--- config.mk ---
export PLATFORM = sky130hd
export DESIGN_NAME = muldiv_sequencer_flat
export DESIGN_NICKNAME = d
export VERILOG_FILES = /design/src/rtl/muldiv_if.sv /design/src/rtl/muldiv_sequencer.sv /design/src/flat_wrapper.sv
export SDC_FILE = /design/constraint.sdc
export NUM_CORES = 1
export LEC_CHECK = 0
export BUFFER_PORTS_ARGS = -buffer_cell sky130_fd_sc_hd__clkbuf_2
export CORE_MARGIN = 10
export CORE_UTILIZATION = 47
export DETAILED_ROUTE_END_ITERATION = 6
export GPL_TIMING_DRIVEN = 1
export PLACE_DENSITY = 0.77
export SLEW_MARGIN = 10
export SYNTH_ARGS = -nofsm -noshare
export SYNTH_HDL_FRONTEND = slang
export SYNTH_SLANG_ARGS = --single-unit
export TNS_END_PERCENT = 30
--- constraint.sdc ---
create_clock -name clk -period 2.4 [get_ports clk]
set_input_delay 0.12 -clock clk [delete_from_list [all_inputs] [get_ports clk]]
set_output_delay 0.12 -clock clk [all_outputs]
set_load 0.05 [all_outputs]
--- src/rtl/muldiv_if.sv ---
// Pipeline-facing bundle of the iterative multiply/divide unit: E-stage issue,
// Decode hazard sources, and the register-file write-port handshake.
interface muldiv_if #(
  parameter int unsigned WIDTH  = 16,
  parameter int unsigned REG_AW = 3
);
  logic              start_e;
  logic [1:0]        op_e;
  logic [WIDTH-1:0]  src_a_e;
  logic [WIDTH-1:0]  src_b_e;
  logic [REG_AW-1:0] rd_e;
  logic              flush_e;
  logic [REG_AW-1:0] rs1_d;
  logic [REG_AW-1:0] rs2_d;
  logic              wb_grant;
  logic              stall_req;
  logic              busy;
  logic              wb_req;
  logic [REG_AW-1:0] wb_rd;
  logic [WIDTH-1:0]  wb_data;

  modport master (
    output start_e, op_e, src_a_e, src_b_e, rd_e, flush_e, rs1_d, rs2_d, wb_grant,
    input  stall_req, busy, wb_req, wb_rd, wb_data
  );

  modport slave (
    input  start_e, op_e, src_a_e, src_b_e, rd_e, flush_e, rs1_d, rs2_d, wb_grant,
    output stall_req, busy, wb_req, wb_rd, wb_data
  );
endinterface

--- src/rtl/muldiv_sequencer.sv ---
// Iterative unsigned multiply/divide unit beside Execute: one op at a time, WIDTH
// RUN cycles, then holds its result on the write port until granted.
module muldiv_sequencer #(
  parameter int unsigned WIDTH  = 16,
  parameter int unsigned REG_AW = 3
) (
  input logic     clk,
  input logic     rst,
  muldiv_if.slave bus
);

  localparam int unsigned CntW = (WIDTH > 1) ? $clog2(WIDTH) : 1;

  typedef enum logic [1:0] {StIdle, StRun, StWb} state_e;

  state_e              state_q, state_d;
  logic [1:0]          op_q, op_d;
  logic [WIDTH-1:0]    opnd_q, opnd_d;
  logic [2*WIDTH-1:0]  acc_q, acc_d;
  logic [CntW-1:0]     cnt_q, cnt_d;
  logic [REG_AW-1:0]   pend_rd_q, pend_rd_d;
  logic                sb_valid_q, sb_valid_d;

  logic             accept;
  logic             div_zero;
  logic             last_iter;
  logic [WIDTH:0]   mul_sum;
  logic [WIDTH:0]   div_shift;
  logic [WIDTH:0]   div_diff;
  logic             div_ge;
  logic             raw_hazard;
  logic             struct_hazard;

  assign accept    = bus.start_e && !bus.flush_e && (bus.rd_e != '0);
  assign div_zero  = bus.op_e[1] && (bus.src_b_e == '0);
  assign last_iter = (cnt_q == CntW'(WIDTH - 1));

  // acc_q is {product high, multiplier/product low} for MUL, {remainder, quotient} for DIV
  assign mul_sum   = {1'b0, acc_q[2*WIDTH-1:WIDTH]} + {1'b0, opnd_q};
  assign div_shift = {acc_q[2*WIDTH-1:WIDTH], acc_q[WIDTH-1]};
  assign div_diff  = div_shift - {1'b0, opnd_q};
  assign div_ge    = !div_diff[WIDTH];

  always_ff @(posedge clk) begin
    if (rst) begin
      state_q <= StIdle;
    end else begin
      state_q <= state_d;
    end
  end

  always_ff @(posedge clk) begin
    if (rst) begin
      op_q       <= '0;
      opnd_q     <= '0;
      acc_q      <= '0;
      cnt_q      <= '0;
      pend_rd_q  <= '0;
      sb_valid_q <= 1'b0;
    end else begin
      op_q       <= op_d;
      opnd_q     <= opnd_d;
      acc_q      <= acc_d;
      cnt_q      <= cnt_d;
      pend_rd_q  <= pend_rd_d;
      sb_valid_q <= sb_valid_d;
    end
  end

  always_comb begin
    state_d = state_q;
    unique case (state_q)
      StIdle: if (accept) state_d = div_zero ? StWb : StRun;
      StRun:  if (last_iter) state_d = StWb;
      StWb:   if (bus.wb_grant) state_d = StIdle;
      default: state_d = StIdle;
    endcase
  end

  always_comb begin
    op_d       = op_q;
    opnd_d     = opnd_q;
    acc_d      = acc_q;
    cnt_d      = cnt_q;
    pend_rd_d  = pend_rd_q;
    sb_valid_d = sb_valid_q;
    unique case (state_q)
      StIdle: begin
        if (accept) begin
          op_d       = bus.op_e;
          cnt_d      = '0;
          pend_rd_d  = bus.rd_e;
          sb_valid_d = 1'b1;
          if (bus.op_e[1]) begin
            opnd_d = bus.src_b_e;
            // Divide by zero lands directly in the result form: quotient all ones, rem = dividend
            acc_d  = div_zero ? {bus.src_a_e, {WIDTH{1'b1}}} : {{WIDTH{1'b0}}, bus.src_a_e};
          end else begin
            opnd_d = bus.src_a_e;
            acc_d  = {{WIDTH{1'b0}}, bus.src_b_e};
          end
        end
      end
      StRun: begin
        cnt_d = cnt_q + CntW'(1);
        if (op_q[1]) begin
          acc_d = div_ge ? {div_diff[WIDTH-1:0], acc_q[WIDTH-2:0], 1'b1}
                         : {div_shift[WIDTH-1:0], acc_q[WIDTH-2:0], 1'b0};
        end else begin
          acc_d = acc_q[0] ? {mul_sum, acc_q[WIDTH-1:1]} : {1'b0, acc_q[2*WIDTH-1:1]};
        end
      end
      StWb: begin
        if (bus.wb_grant) sb_valid_d = 1'b0;
      end
      default: ;
    endcase
  end

  assign raw_hazard = sb_valid_q && (pend_rd_q != '0) &&
                      ((bus.rs1_d == pend_rd_q) || (bus.rs2_d == pend_rd_q));
  assign struct_hazard = (state_q != StIdle) && bus.start_e && !bus.flush_e;

  always_comb begin
    bus.busy      = (state_q != StIdle);
    bus.wb_req    = (state_q == StWb);
    bus.stall_req = raw_hazard || struct_hazard;
    bus.wb_rd     = '0;
    bus.wb_data   = '0;
    if (state_q == StWb) begin
      bus.wb_rd   = pend_rd_q;
      // op[0] selects the high half: MULHU product high, REMU remainder
      bus.wb_data = op_q[0] ? acc_q[2*WIDTH-1:WIDTH] : acc_q[WIDTH-1:0];
    end
  end

endmodule

--- src/flat_wrapper.sv ---
// flat-port wrapper written by rule: the top's interface ports become plain ports
module muldiv_sequencer_flat 
#(
  parameter int unsigned WIDTH  = 16,
  parameter int unsigned REG_AW = 3
)
  (clk, rst, bus_start_e, bus_op_e, bus_src_a_e, bus_src_b_e, bus_rd_e, bus_flush_e, bus_rs1_d, bus_rs2_d, bus_wb_grant, bus_stall_req, bus_busy, bus_wb_req, bus_wb_rd, bus_wb_data);
  muldiv_if #(.WIDTH(WIDTH), .REG_AW(REG_AW)) bus_i ();
  input logic clk;
  input logic rst;
  input wire logic [$bits(bus_i.start_e)-1:0] bus_start_e;
  input wire logic [$bits(bus_i.op_e)-1:0] bus_op_e;
  input wire logic [$bits(bus_i.src_a_e)-1:0] bus_src_a_e;
  input wire logic [$bits(bus_i.src_b_e)-1:0] bus_src_b_e;
  input wire logic [$bits(bus_i.rd_e)-1:0] bus_rd_e;
  input wire logic [$bits(bus_i.flush_e)-1:0] bus_flush_e;
  input wire logic [$bits(bus_i.rs1_d)-1:0] bus_rs1_d;
  input wire logic [$bits(bus_i.rs2_d)-1:0] bus_rs2_d;
  input wire logic [$bits(bus_i.wb_grant)-1:0] bus_wb_grant;
  output wire logic [$bits(bus_i.stall_req)-1:0] bus_stall_req;
  output wire logic [$bits(bus_i.busy)-1:0] bus_busy;
  output wire logic [$bits(bus_i.wb_req)-1:0] bus_wb_req;
  output wire logic [$bits(bus_i.wb_rd)-1:0] bus_wb_rd;
  output wire logic [$bits(bus_i.wb_data)-1:0] bus_wb_data;
  assign bus_i.start_e = bus_start_e;
  assign bus_i.op_e = bus_op_e;
  assign bus_i.src_a_e = bus_src_a_e;
  assign bus_i.src_b_e = bus_src_b_e;
  assign bus_i.rd_e = bus_rd_e;
  assign bus_i.flush_e = bus_flush_e;
  assign bus_i.rs1_d = bus_rs1_d;
  assign bus_i.rs2_d = bus_rs2_d;
  assign bus_i.wb_grant = bus_wb_grant;
  assign bus_stall_req = bus_i.stall_req;
  assign bus_busy = bus_i.busy;
  assign bus_wb_req = bus_i.wb_req;
  assign bus_wb_rd = bus_i.wb_rd;
  assign bus_wb_data = bus_i.wb_data;
  muldiv_sequencer #(.WIDTH(WIDTH), .REG_AW(REG_AW)) u_core (.clk(clk), .rst(rst), .bus(bus_i));
endmodule
Word-level counts from Yosys, hierarchy flattened
Index checks and enable logic that the tools add are counted.
{"block": "word_totals", "regBits": 60, "latchBits": 0, "ram_bits": 0, "mem_bits_ro": 0, "input_bits": 48, "output_inout_bits": 22, "n_memories": 0}
{"block": "op_classes", "addsub": 3, "multipliers": 0, "n_div": 0, "order_cmp": 0, "n_eq_ne": 8, "shifts": 0, "muxes": 21, "bitwise_logic": 0, "n_reduce_logical": 21}
{"operator": "$mux W32", "n": 6}
{"operator": "$pmux W32 S2", "n": 1}
{"operator": "$mux W16", "n": 3}
{"operator": "$add A16 B16 Y17", "n": 1}
{"operator": "$sub A17 B16 Y17", "n": 1}
{"operator": "$logic_not A16 Y1", "n": 1}
{"operator": "$mux W2", "n": 4}
{"operator": "$pmux W4 S2", "n": 1}
{"operator": "$logic_and A1 B1 Y1", "n": 7}
{"operator": "$eq A3 B3 Y1", "n": 2}
{"operator": "$pmux W2 S3", "n": 1}
{"operator": "$reduce_and A3 Y1", "n": 2}
{"operator": "$reduce_bool A2 Y1", "n": 3}
{"operator": "$reduce_bool A3 Y1", "n": 2}
{"operator": "$add A4 B1 Y4 const B", "n": 1}
{"operator": "$eq A4 B4 Y1 const B", "n": 1}
{"operator": "$mux W4", "n": 1}
{"operator": "$ne A2 B1 Y1 const B", "n": 2}
{"operator": "$reduce_and A2 Y1", "n": 2}
{"operator": "$mux W3", "n": 1}
{"operator": "$eq A2 B1 Y1 const B", "n": 1}
{"operator": "$eq A2 B2 Y1 const B", "n": 1}
{"operator": "$logic_not A2 Y1", "n": 1}
{"operator": "$logic_or A1 B1 Y1", "n": 2}
{"operator": "other kinds (4)", "n": 5}

Depth between registers and ports, before layout
Gate-level depths: netlist of run 1.
{"block": "logic_depth", "ltp_word": 6, "depth_mapped": 12}

Least setup slack after synthesis of run 1
Ideal clock, no wire load.
{"block": "synth_path", "path_type": "register to register", "from": "register u_core.acc_q[15]", "to": "register u_core.acc_q[20]", "setup_time_ns": 0.136, "t_arrival_ns": 2.438, "setup_slack_ns": -0.174, "stages_incl_launch_ff": 13, "synth_period_minus_slack_ns": 2.574, "path_cell_list": "dfxtp_1 inv_1 ha_1 fa_1 nor2b_1 o2111ai_1 nand3_1 nand3_2 a31oi_4 xor2_4 buf_6 mux2i_1 a21oi_1"}
{"block": "synth_via", "elab_chain_len": 4}
{"element": "from (decl)", "line": "muldiv_sequencer.sv:19", "rtl": "logic [2*WIDTH-1:0] acc_q, acc_d;"}
{"element": "from (signal assigned)", "line": "muldiv_sequencer.sv:56", "rtl": "acc_q <= '0;"}
{"element": "from (signal assigned)", "line": "muldiv_sequencer.sv:63", "rtl": "acc_q <= acc_d;"}
{"element": "$sub A17 B16 Y17", "line": "muldiv_sequencer.sv:41", "rtl": "assign div_diff = div_shift - {1'b0, opnd_q};"}
{"element": "$mux W32", "line": "muldiv_sequencer.sv:107", "rtl": "acc_d = div_ge ? {div_diff[WIDTH-1:0], acc_q[WIDTH-2:0], 1'b1}"}
{"element": "$mux W32", "line": "muldiv_sequencer.sv:106", "rtl": "if (op_q[1]) begin"}
{"element": "$pmux W32 S2", "line": "muldiv_sequencer.sv:87", "rtl": "unique case (state_q)"}
No other way between the ends.
A chain may end at the register's enable or synchronous reset.

Worst setup path after layout of run 1
{"block": "layout_path", "from": "register u_core.acc_q[15]", "to": "register u_core.acc_q[22]"}
The elaborated chain is that of the path after synthesis.

==> metrics, run 1 <==
leak pwr 0.00283 µW; final core utilization 63.0%; arrival time worst endpoint 2.78 ns; initial antenna violation count 0; Hold Worst Slack 0.0317 ns; DRC violation count after routing 0; startpoint types flip-flop; Most used DFF post-synth dfxtp_1; EDFF count, synth 0; CP required 2.62 ns; Clk Latency, worst-skew pair 0.34 ns; Hold Fails Final Rpt 0; placed insts 930; Worst setup EP type flip-flop; RSZ-0062 raised after global routing yes; min Tclk post-route 2.56 ns; total grt overflow 0; clock sink count 60; Post-Layout Cell Count 964; final worst path period share 107%; Critical Path Source u_core.acc_q[15]; Synth Warn # 0; first-pass GRT wire length 29.9 mm; R2R cell count 13; Synth async-reset ratio 0%; type of the worst setup path reg2reg; clock-pin slew on the worst setup and hold paths 0.06 ns; Syn Inst Count 695; worst r2r dst u_core.acc_q[22]; Iter 0 DRT Violations 536; Worst IR Drop VDD 469 µV; failing checks negative setup slack; area added between synthesis and finish 30.1%; Initial Util 48.5%; slowest library cell on the worst path fa_2; Routed wire per std cell 19.3 µm; power density cells 779 mW/mm²; CP Capture Point u_core.acc_q[22]; Max-Cap Viols 0; fin nets 902; Root Buffer clkbuf_16; final setup violation count 16; Seq/Total Area, Yosys 22.6%; Via Count 5949; worst path cell trace inv_2 -> ha_4 -> fa_2 -> nor2b_2 -> o2111ai_2 -> nand3_2 -> nand3_2 -> a31oi_4 -> xor2_4 -> buf_6 -> buf_16 -> and4b_1 -> nor3_1; outcome finished with violations; Seq cells post-synth 60; die width 126 µm; Mapped Nets 778; First-pass DRT Iterations 5; H-tree depth 3; Crit Path Max Fanout 6; Achievable Freq 390 MHz; Relative slew margins 47.7%; Most Frequent Cell on Critical Path nand3_2; max-slew violation count 0; clock buffer count from CTS 9; Crit path largest cell delay 0.38 ns; Longest Clk Path Bufs 2; post-synth cell types 67; Hold Crit Class in2reg; I/O Pins 70; CTS tree done; Routed WL 18.6 mm; Worst Tran Pin Value 0.784 ns; Port-buffer cells 69; Die H 126 µm; gr usage total 22.3%; Inserted Diodes 0; antenna-violating nets left 0; Placeable Area 0.0110 mm²; Vias/cell 6.17; Mapped Area 0.00532 mm²; Setup Skew 0.00890 ns; Site Rows 38; share of layout cells above drive strength 1 28.3%; Die Area 0.0160 mm²; largest net degree at the start of global routing 50; hpwl dp 13.6 mm; vias in the first global route 5673; worst reg-to-reg setup slack -0.16 ns; gpl congestion 0.954; syn_area_per_cell 7.66 µm²; Final WS setup -0.165 ns; worst r2r src u_core.acc_q[15]
[worst max-delay path, delay by kind of cell, from the launching register on]
family | cells | cell delay, ns
simple gates | 5 | 0.63
xor+xnor | 1 | 0.20
compound gates | 2 | 0.40
fa+ha+maj | 2 | 0.54
flops | 1 | 0.33
buf+inv | 3 | 0.35
[routing by layer]
metal	GRT usage, %	routed length, µm
met3	5.04	1540
met2	33.5	8150
met5	0	0
met4	6.97	450
met1	30.7	8450
[stage by stage]
step / power [µW] / setup TNS [ns] / area, µm² / setup WS (ns)
2_1_floorplan: 2670 / -0.743 / 5340 / -0.0847
3_3_place_gp: 3290 / -1.85 / 6230 / -0.196
3_5_place_dp: 3350 / -2.82 / 6230 / -0.204
4_1_cts: 5200 / -1.36 / 6780 / -0.124
5_1_grt: 5660 / -3.57 / 6920 / -0.266
6_report: 5390 / -1.78 / 6920 / -0.165
[worst min-delay path by stage]
stage / cells past startpoint / endpoint / slack (ns) / start
4_1_cts: 3 / u_core.pend_rd_q[1] / 0.03 / bus_rd_e[1]
2_1_floorplan: 2 / u_core.pend_rd_q[2] / 0.26 / bus_rd_e[2]
3_3_place_gp: 3 / u_core.op_q[0] / 0.35 / bus_op_e[0]
3_5_place_dp: 3 / u_core.op_q[0] / 0.35 / bus_op_e[0]
6_report: 3 / u_core.pend_rd_q[1] / 0.03 / bus_rd_e[1]
5_1_grt: 3 / u_core.pend_rd_q[0] / 0.04 / bus_rd_e[0]
[placed cells by master, fill, tap and decap left out, drive strengths merged, types with 5 or more instances in the layout]
cell	count
nand2b	5
nor3	25
clkbuf	79
dfxtp	60
nor2b	7
ha	33
a211oi	69
a21oi	50
xor2	16
nand2	31
o21ai	29
o21a	6
or3	12
buf	88
xnor2	13
nand3	11
and2	9
nor2	111
a21o	6
inv	27
mux2i	54
nor4	9
a22oi	6
a31oi	11
[what timing repair did]
action,CTS,global route
gates resized for setup,27,26
endpoints found under the hold margin,1,0
pin swaps,8,11
setup buffers,11,5
cloned,2,1
setup endpoints to repair,17,17
hold buffers,1,0
[cells in the mapped netlist, types with 3 or more instances]
master | n | area [µm²]
a211oi_1 | 69 | 518
a21o_1 | 6 | 45.0
a21oi_1 | 49 | 245
a221oi_1 | 3 | 26.3
a22oi_1 | 5 | 37.5
a311oi_1 | 4 | 35.0
a31oi_1 | 10 | 62.6
and2_1 | 9 | 56.3
and3_1 | 4 | 25.0
buf_1 | 3 | 11.3
buf_2 | 7 | 35.0
clkbuf_1 | 34 | 128
dfxtp_1 | 60 | 1200
ha_1 | 33 | 413
inv_1 | 26 | 97.6
mux2i_1 | 54 | 541
nand2_1 | 31 | 116
nand2b_1 | 5 | 31.3
nand3_1 | 10 | 50.1
nor2_1 | 108 | 405
nor2b_1 | 7 | 43.8
nor3_1 | 24 | 120
nor4_1 | 9 | 56.3
o21a_1 | 6 | 45.0
o21ai_0 | 28 | 140
o21bai_1 | 3 | 22.5
o31ai_1 | 3 | 22.5
or3_1 | 11 | 68.8
xnor2_1 | 13 | 114
xor2_1 | 15 | 131
[layout make-up]
class                           instances  area (µm²)
Clock inverter                          7        91.3
Sequential cell                        60        1210
Fill cell                             904        4060
Multi-Input combinational cell        562        4020
Clock buffer                            9         225
Tap cell                              140         175
Timing Repair Buffer                  159        1100
Inverter                               27         101
[state kept, by name (all words and copies together) (netlist names)]
register           count
u_core.acc_q          32
u_core.opnd_q         16
u_core.cnt_q           4
u_core.pend_rd_q       3
u_core.op_q            2
u_core.state_q         2
u_core.sb_valid_q      1
[cells by family (layout without fill, tap and decap cells)]
| family | Yosys count | count (layout) | synth area share, % |
|---|---|---|---|
| AND/OR/NAND/NOR | 232 | 232 | 20.7 |
| XOR/XNOR | 29 | 29 | 5.13 |
| adder cells (fa/ha/maj) | 35 | 35 | 8.51 |
| buffers and inverters | 73 | 202 | 5.53 |
| AO/OA/AOI/OAI | 212 | 212 | 27.4 |
| flip-flops | 60 | 60 | 22.6 |
| multiplexers | 54 | 54 | 10.2 |
[report_power, final]
group | internal (µW) | leakage [µW] | switching, µW | total (µW)
Clock | 904 | 0.000155 | 509 | 1410
Sequential | 1120 | 0.000495 | 155 | 1270
Combinational | 1310 | 0.00218 | 1400 | 2710
Total | 3330 | 0.00283 | 2070 | 5390
Power figures use the tool's default switching activity.
==> run 2, diff against run 1 <==
Settings changed: MAX_ROUTING_LAYER set to met4.
==> run 2 against run 1 <==
Net effect: power shrank 1.9%; sequential cell count is the same; sequential power barely moved; critical path depth unchanged; clock power down 4%; the run still ends with negative setup slack left; register-to-register slack got worse by 0.05 ns; first-iteration DRC count up 16%.
==> metrics, run 2 (synthesis results as in run 1) <==
Port-buffer cells 69 (unchanged); Routed wire per std cell 19.8 µm (+2.7%); Worst setup EP type flip-flop; outcome finished with violations; arrival time worst endpoint 2.78 ns (about the same); Root Buffer clkbuf_16; worst path cell trace inv_2 -> ha_4 -> fa_2 -> nor2b_4 -> o2111ai_4 -> nand3_2 -> nand3_2 -> a31oi_4 -> xor2_4 -> buf_6 -> buf_12 -> nor3_1 -> a311oi_2; first-pass GRT wire length 29.4 mm (-1.7%); gpl congestion 0.970 (+1.7%); CTS tree done; Placeable Area 0.0110 mm² (unchanged); Hold Crit Class in2reg; fin nets 889 (-1.4%); final core utilization 62.2% (-0.87 points); most frequent cells in the layout 108 x nor2_1, 69 x clkbuf_2, 67 x a211oi_1, 67 x buf_4; FILL cells 941 (+4.1%); Final WS setup -0.211 ns (-0.0466 ns); slowest library cell on the worst path fa_2; DRC violation count after routing 0 (unchanged); initial antenna violation count 0 (unchanged); vias in the first global route 5605 (-1.2%); clock sink count 60 (unchanged); power density cells 775 mW/mm² (-0.54%); clock-pin slew on the worst setup and hold paths 0.06 ns (about the same); Clk Latency, worst-skew pair 0.34 ns (about the same); Die H 126 µm (unchanged); share of layout cells above drive strength 1 26.5% (-1.8 points); Hold Fails Final Rpt 0 (unchanged); most common cell after layout, fill and taps aside nor2_1; total grt overflow 0 (unchanged); Multi-input gate area 0.00401 mm² (about the same); Iter 0 DRT Violations 621 (+16%); die width 126 µm (unchanged); failing checks negative setup slack; Crit Path Max Fanout 7 (+1); hpwl dp 13.8 mm (+1.9%); max reg flops 32 (unchanged); Biggest register u_core.acc_q; Routed WL 18.9 mm (+1.4%); Crit path largest cell delay 0.39 ns (about the same); Inserted Diodes 0 (unchanged); Largest regs u_core.acc_q: 32 flops, u_core.opnd_q: 16 flops, u_core.cnt_q: 4 flops; RSZ-0062 raised after global routing yes; startpoint types flip-flop; Initial Util 48.5% (unchanged); largest net degree at the start of global routing 64 (+28%); First-pass DRT Iterations 5 (unchanged); gr usage total 22.6% (+0.34 points); Longest Clk Path Bufs 2 (unchanged); clock buffer count from CTS 9 (unchanged); Setup Skew 0.00505 ns (-0.00386 ns); Die Area 0.0160 mm² (unchanged); register area 0.00121 mm² (-0.31%); area added between synthesis and finish 28.3%; antenna-violating nets left 0 (unchanged); Vias/cell 6.25 (+1.3%); type of the worst setup path reg2reg; leak pwr 0.00277 µW (-2.2%); min Tclk post-route 2.61 ns (+0.0466 ns); CP required 2.57 ns (-0.05 ns); final setup violation count 17 (+1); H-tree depth 3 (unchanged); Relative slew margins 48.5% (+0.81 points); Site Rows 38 (unchanged); final worst path period share 109% (+1.9 points); Via Count 5944 (-0.084%); Buf/Inv on CP 3 (unchanged); Achievable Freq 383 MHz (-1.8%); Worst IR Drop VDD 482 µV (+3.0%); CTS Hold Bufs 0 (-1); Max-Cap Viols 0 (unchanged); Design Power 5290 µW (-1.9%); Most Frequent Cell on Critical Path nand3_2; Worst Tran Pin Value 0.772 ns (-0.0121 ns); critical path's top delay family simple AND/OR/NAND/NOR gates; Hold Worst Slack 0.0146 ns (-0.0171 ns); I/O Pins 70 (unchanged); max-slew violation count 0 (unchanged)
-- run 2: changes by cell type in the layout (fill, tap and decap cells not counted), moves of 2 or more --
| cell | change |
|---|---|
| buf_12 | +4 |
| buf_16 | -2 |
| buf_4 | -14 |
| clkbuf_8 | +2 |
| nor4_4 | +2 |
| o21ai_0 | +3 |
| o21ai_1 | -2 |
| o31ai_2 | +2 |
-- run 2: area by class of cell --
type	count	share of cell area, %
multi-input cells	562	58.8
flip-flops and latches	60	17.7
repair buffers	146	15.0
clock buffers	12	3.76
well taps	140	2.57
inverters	27	1.48
clock inverters	4	0.696
-- run 2: timing repair --
action / in CTS / in global routing
resized for setup: 24 / 20
setup endpoints to repair: 17 / 17
cloned: 1 / 2
hold endpoints to repair: 0 / 0
buffers inserted: 5 / 3
pin swaps: 10 / 10
-- run 2: layer usage --
layer	vias to the layer above	track usage [%]	share of wire, %
met3	46	1.96	7.1
met4	0	7.43	2.2
met5	-	-	0
li1	2790	-	-
met2	297	33.8	44
met1	2811	31.3	46
-- run 2: worst paths after layout --
check,from,end,slack [ns],depth (start not counted)
setup / recovery,u_core.acc_q[15],u_core.acc_q[27],-0.21,13
hold / removal,bus_op_e[0],u_core.op_q[0],0.01,3
setup reg to reg,u_core.acc_q[15],u_core.acc_q[27],-0.21,13
hold reg to reg,u_core.cnt_q[1],u_core.cnt_q[1],0.52,2
-- run 2: tightest hold or removal path, cell delays in order --
cell      delay, ns
clkbuf_2       0.08
nand2_1        0.05
a21oi_1        0.05
-- run 2: power breakdown --
part,leakage (µW),switching (µW),internal [µW]
Combinational,0.00213,1420,1260
Clock,0.000149,496,857
Sequential,0.000494,146,1120
Total,0.00277,2060,3230
-- run 2: stage by stage --
stage,worst slack [ns],cells,area [µm²],setup TNS [ns]
finish,-0.211,951,6830,-2.41
floorplan,-0.0847,695,5340,-0.743
global placement,-0.184,925,6210,-1.95
CTS,-0.127,947,6670,-1.35
global route,-0.292,951,6830,-4.37
detailed placement,-0.244,925,6210,-3.32
